`src/rtl/uart_pkg.sv`:
```
// Shared UART definitions: data width and FIFO pointer sizing helper.
package uart_pkg;

    localparam int UART_DATA_W = 8;

    // Pointer width for a power-of-two FIFO: one extra bit separates full from empty.
    function automatic int ptr_width(input int depth);
        return $clog2(depth) + 1;
    endfunction

endpackage

```
`src/rtl/fifo_mem.sv`:
```
// Generic FIFO storage: register array with a synchronous write port and an
// asynchronous read port so the head can be presented first-word-fall-through.
// Contents are deliberately not reset.
module fifo_mem #(
    parameter int DEPTH = 8,
    parameter int WIDTH = 8,
    parameter int AW    = $clog2(DEPTH)
) (
    input  logic             clk,
    input  logic             we,
    input  logic [AW-1:0]    waddr,
    input  logic [WIDTH-1:0] wdata,
    input  logic [AW-1:0]    raddr,
    output logic [WIDTH-1:0] rdata
);

    logic [WIDTH-1:0] mem_r [DEPTH];

    // Write the incoming word into the addressed slot.
    always_ff @(posedge clk) begin
        if (we) begin
            mem_r[waddr] <= wdata;
        end
    end

    assign rdata = mem_r[raddr];

endmodule

```
`src/rtl/uart_rx_fifo.sv`:
```
// Receive-side byte FIFO between the UART receiver and the MMIO read path.
// The input always accepts; bytes arriving while full are dropped and
// recorded in a sticky overrun flag and a saturating drop counter.
module uart_rx_fifo
    import uart_pkg::*;
#(
    parameter int DEPTH  = 8,
    parameter int DROP_W = 8
) (
    input  logic                      clk,
    input  logic                      reset_n,
    input  logic [UART_DATA_W-1:0]    in_data,
    input  logic                      in_valid,
    output logic                      in_ready,
    output logic [UART_DATA_W-1:0]    out_data,
    output logic                      out_valid,
    input  logic                      out_ready,
    output logic [$clog2(DEPTH):0]    count,
    output logic                      full,
    output logic                      overrun,
    output logic [DROP_W-1:0]         drop_count,
    input  logic                      clear_overrun
);

    localparam int PTR_W = ptr_width(DEPTH);
    localparam int AW    = PTR_W - 1;

    logic [PTR_W-1:0]       wr_ptr_r;
    logic [PTR_W-1:0]       rd_ptr_r;
    logic [PTR_W-1:0]       count_s;
    logic                   full_s;
    logic                   out_valid_s;
    logic                   push_s;
    logic                   pop_s;
    logic                   drop_s;
    logic                   in_ready_r;
    logic                   overrun_r;
    logic [DROP_W-1:0]      drop_count_r;
    logic [UART_DATA_W-1:0] rdata_s;

    // Occupancy and handshake decode, all derived from registered pointers.
    always_comb begin
        count_s     = wr_ptr_r - rd_ptr_r;
        full_s      = (count_s == PTR_W'(DEPTH));
        out_valid_s = (count_s != {PTR_W{1'b0}});
        pop_s       = out_valid_s & out_ready;
        push_s      = in_valid & (~full_s | pop_s);
        drop_s      = in_valid & full_s & ~pop_s;
    end

    // Advance write/read pointers on accepted push and pop.
    always_ff @(posedge clk or negedge reset_n) begin
        if (!reset_n) begin
            wr_ptr_r <= {PTR_W{1'b0}};
            rd_ptr_r <= {PTR_W{1'b0}};
        end else begin
            if (push_s) begin
                wr_ptr_r <= wr_ptr_r + PTR_W'(1'b1);
            end
            if (pop_s) begin
                rd_ptr_r <= rd_ptr_r + PTR_W'(1'b1);
            end
        end
    end

    // Sticky overrun flag and saturating drop counter; clear has priority over a drop.
    always_ff @(posedge clk or negedge reset_n) begin
        if (!reset_n) begin
            overrun_r    <= 1'b0;
            drop_count_r <= {DROP_W{1'b0}};
        end else if (clear_overrun) begin
            overrun_r    <= 1'b0;
            drop_count_r <= {DROP_W{1'b0}};
        end else if (drop_s) begin
            overrun_r <= 1'b1;
            if (drop_count_r != {DROP_W{1'b1}}) begin
                drop_count_r <= drop_count_r + DROP_W'(1'b1);
            end
        end
    end

    // Input side never back-pressures; held as a register so it is 1 from reset.
    always_ff @(posedge clk or negedge reset_n) begin
        if (!reset_n) begin
            in_ready_r <= 1'b1;
        end else begin
            in_ready_r <= 1'b1;
        end
    end

    fifo_mem #(
        .DEPTH (DEPTH),
        .WIDTH (UART_DATA_W),
        .AW    (AW)
    ) u_mem (
        .clk   (clk),
        .we    (push_s),
        .waddr (wr_ptr_r[AW-1:0]),
        .wdata (in_data),
        .raddr (rd_ptr_r[AW-1:0]),
        .rdata (rdata_s)
    );

    assign in_ready   = in_ready_r;
    assign out_data   = rdata_s;
    assign out_valid  = out_valid_s;
    assign count      = count_s;
    assign full       = full_s;
    assign overrun    = overrun_r;
    assign drop_count = drop_count_r;

endmodule

```
`config.mk`:
```
export PLATFORM = sky130hd
export DESIGN_NAME = uart_rx_fifo
export DESIGN_NICKNAME = d
export VERILOG_FILES = /design/src/rtl/uart_pkg.sv /design/src/rtl/fifo_mem.sv /design/src/rtl/uart_rx_fifo.sv
export SDC_FILE = /design/constraint.sdc
export NUM_CORES = 1
export LEC_CHECK = 0
export CAP_MARGIN = 20
export CORE_ASPECT_RATIO = 1.25
export CORE_MARGIN = 4
export CORE_UTILIZATION = 35
export CTS_CLUSTER_SIZE = 30
export DETAILED_ROUTE_END_ITERATION = 16
export HOLD_SLACK_MARGIN = 0.06
export SETUP_SLACK_MARGIN = 0.4
export SKIP_CTS_REPAIR_TIMING = 1
export SKIP_LAST_GASP = 1
export SYNTH_ARGS = -nofsm -noshare
export SYNTH_HDL_FRONTEND = slang
export SYNTH_SLANG_ARGS = --single-unit
```
`constraint.sdc`:
```
create_clock -name clk -period 3.9 [get_ports clk]
set_input_delay 0.585 -clock clk [delete_from_list [all_inputs] [get_ports clk]]
set_output_delay 0.585 -clock clk [all_outputs]
set_load 0.005 [all_outputs]
```
==> summary.md <==
| Metric | Value |
|---|---|
| Post-Synthesis Net Count | `247` |
| Post-route setup TNS | `0 ps` |
| Maximum clock frequency | `306 MHz` |
| Number of remaining DRC errors | `0` |
| Die boundary width | `97.2 um` |
| Leakage power figure | `0.00158 uW` |
| Ratio of total power to cell area | `783 nW/um^2` |
| Depth of the CTS H-tree | `3` |
| Hold Violations, Final | `0` |
| Most common cell after layout, fill and taps aside | `sky130_fd_sc_hd__edfxtp_1` |
| Mapped Area | `3480 sq um` |
| Top-level I/O count | `37` |
| Overall Global Routing Usage | `13.1%` |
| Cells after synthesis | `227` |
| Count of different cell masters after synthesis | `42` |
| Total congestion overflow | `0` |
| Worst-case headroom to the max-slew limit | `30.9%` |
| Pin count of the biggest net entering global routing | `20` |
| Starting density of the core | `36.0%` |
| Final Skew | `8.24 ps` |
| Top fanout value on the critical path | `14` |
| Insertion delay to the later sink of the worst-skew pair | `330 ps` |
| Placeable core area | `9660 sq um` |
| Number of maximum-capacitance constraint violations | `0` |
| Most common flop cell mapped by yosys | `sky130_fd_sc_hd__edfxtp_1` |
| Total detailed-routing wirelength | `7030 um` |
| Final setup vio count | `0` |
| CTS root buf | `sky130_fd_sc_hd__clkbuf_16` |
| Number of global-route vias before repair | `2130` |
| Residual antenna-violating net count after detailed routing | `0` |
| Area Overhead vs Synth | `26.1%` |
| Number of design-rule violations left by the first detailed-router iteration | `105` |
| Post-layout minimum cycle time | `3270 ps` |
| FP Rows | `40` |
| Start-to-end type of the worst setup path | `reg -> reg` |
| Placed cell count | `388` |
| Kind of end point of the critical path | `flop` |
| Vias after detailed routing | `2012` |
| Sequential cell area fraction in the yosys report | `67.5%` |
| Post-DR vias/cell | `4.94` |
| Number of synthesized register bits | `81` |
| Final-layout worst hold slack | `490 ps` |
| Kind of launch point of the worst setup path | `flop` |
| Routed wire length per instance | `17.3 um` |
| Total power | `3430 uW` |
| Net count of the finished layout | `296` |
| Number of enable-type register cells in the synthesized netlist | `64` |
| Highest-count cells in the layout ignoring fill and taps | `sky130_fd_sc_hd__edfxtp_1 (64), sky130_fd_sc_hd__clkdlybuf4s50_1 (34), sky130_fd_sc_hd__nand2_1 (30)` |
| Synthesis Warnings | `0` |
| Initial antenna violation count | `0` |
| TritonCTS clock tree | `yes` |
| Hold WC Path Type | `reg -> reg` |
| Area of placed instances | `4020 sq um` |
| Total clock buffers created by CTS | `9` |
| Placer Congestion | `0.808` |
| Y dimension of the die | `119 um` |
| Result of the run | `complete, no violations` |
| Number of non-filler instances in the completed layout | `407` |
| Share of cells above drive strength 1 | `19.6%` |
| HPWL after detailed placement | `4710 um` |
| Router iterations before antenna repair | `4` |
| Final std cell area, no fill | `4380 sq um` |
| Fin crit share | `83.8%` |
| Slew @ Worst Pin | `1030 ps` |
| Arrival time at the worst endpoint | `3370 ps` |
| Bufs on Longest Clock Path | `2` |
| Share of flip-flops with an asynchronous set or reset after synthesis | `21.0%` |
| Worst vdd rail ir drop | `0.270 mV` |
| Port Buffer Count | `35` |
| Number of antenna diodes | `0` |
| Max-slew violation count | `0` |
| CTS clk-pin slew, worst paths | `60 ps` |
| Worst path required time | `4000 ps` |
| Unrepaired setup endpoints after global routing | `false` |
| Area of the die | `11600 sq um` |
| Wire length of the first global-routing pass | `11500 um` |
| Number of clock sinks | `81` |
| Avg Inst Size Synth | `15.3 sq um` |
area by class of cell:
cell class / instances / area, sq um
clock inverter: 7 / 105
inverter: 9 / 33.8
tap: 126 / 158
multi-input combinational: 127 / 1060
fill: 865 / 5280
timing repair buffer: 48 / 450
clock buffer: 9 / 225
sequential: 81 / 2350
synthesized netlist by cell type (2+ instances only):
library cell,number,area share [%]
sky130_fd_sc_hd__buf_2,2,0.29
sky130_fd_sc_hd__clkbuf_1,4,0.43
sky130_fd_sc_hd__o211ai_1,3,0.65
sky130_fd_sc_hd__or3_1,2,0.36
sky130_fd_sc_hd__nor2b_1,2,0.36
sky130_fd_sc_hd__xnor2_1,6,1.5
sky130_fd_sc_hd__nor3_1,5,0.72
sky130_fd_sc_hd__nor2_1,6,0.65
sky130_fd_sc_hd__and3_1,3,0.54
sky130_fd_sc_hd__buf_1,2,0.22
sky130_fd_sc_hd__nor4_1,4,0.72
sky130_fd_sc_hd__edfxtp_1,64,55
sky130_fd_sc_hd__a21oi_1,8,1.2
sky130_fd_sc_hd__ha_1,6,2.2
sky130_fd_sc_hd__o21ai_1,2,0.29
sky130_fd_sc_hd__xor2_1,3,0.76
sky130_fd_sc_hd__o31ai_1,2,0.43
sky130_fd_sc_hd__nand3_1,6,0.86
sky130_fd_sc_hd__or4_1,2,0.43
sky130_fd_sc_hd__mux4_2,16,10
sky130_fd_sc_hd__mux2_2,3,0.97
sky130_fd_sc_hd__dfrtp_1,17,12
sky130_fd_sc_hd__nand2_1,30,3.2
sky130_fd_sc_hd__inv_1,8,0.86
sky130_fd_sc_hd__o21ai_0,4,0.58
worst paths after layout:
check,startpoint,endpoint,slack (ps),cells past startpoint
setup / recovery,wr_ptr_r[0]$_DFFE_PN0P_,u_mem.mem_r[1][0]$_DFFE_PP_,630,11
hold / removal,rd_ptr_r[3]$_DFFE_PN0P_,rd_ptr_r[3]$_DFFE_PN0P_,490,1
setup reg to reg,wr_ptr_r[0]$_DFFE_PN0P_,u_mem.mem_r[1][0]$_DFFE_PP_,630,11
hold reg to reg,rd_ptr_r[3]$_DFFE_PN0P_,rd_ptr_r[3]$_DFFE_PN0P_,490,1
max in group asynchronous,reset_n,wr_ptr_r[0]$_DFFE_PN0P_,2600,1
min in group asynchronous,reset_n,overrun$_DFFE_PN0P_,730,1
power breakdown:
group | internal, uW | switching (uW)
sequential | 1090 | 80.4
clock | 572 | 353
combinational | 703 | 630
total | 2370 | 1060
sequential cells by signal (all words and copies together) (netlist names):
name,count
drop_count,8
wr_ptr_r,4
u_mem.mem_r,64
rd_ptr_r,4
overrun,1
stage by stage:
stage | util [%] | setup WS, ps
floorplan | - | 414
detailed placement | 41.6 | 576
global route | 45.4 | 442
CTS | 45.1 | 239
finish | 45.4 | 631
global placement | 41.6 | 624
cell families (layout without fill, tap and decap cells):
kind of cell | count (synthesis) | count (layout) | synth area share, %
flops | 81 | 81 | 67.5
simple gates | 66 | 66 | 9.25
compound gates | 25 | 25 | 4.53
mux | 19 | 19 | 11.3
buf+inv | 19 | 73 | 2.27
xor+xnor | 9 | 9 | 2.27
fa+ha+maj | 7 | 7 | 2.73
other cells | 1 | 1 | 0.108
worst max-delay path, stage by stage (launching register included):
cell and delay (ps):
sky130_fd_sc_hd__dfrtp_2 440, sky130_fd_sc_hd__inv_1 90, sky130_fd_sc_hd__ha_1 150, sky130_fd_sc_hd__inv_1 50, sky130_fd_sc_hd__fa_1 370, sky130_fd_sc_hd__xor2_1 180
sky130_fd_sc_hd__or3_4 350, sky130_fd_sc_hd__or3_4 350, sky130_fd_sc_hd__buf_4 190, sky130_fd_sc_hd__o21ai_1 420, sky130_fd_sc_hd__nor3_1 240, sky130_fd_sc_hd__buf_4 210
routing by layer:
metal / wire length (um) / vias to the layer above / track usage [%] / part of all wire [%]
met5: 0 / - / 0 / 0
met4: 73 / 0 / 5.36 / 1.0
met3: 214 / 8 / 3.05 / 3.0
met2: 3490 / 45 / 21.3 / 50
met1: 3250 / 997 / 16.8 / 46
li1: - / 962 / - / -
No activity file was read; power rests on OpenSTA's default activity.
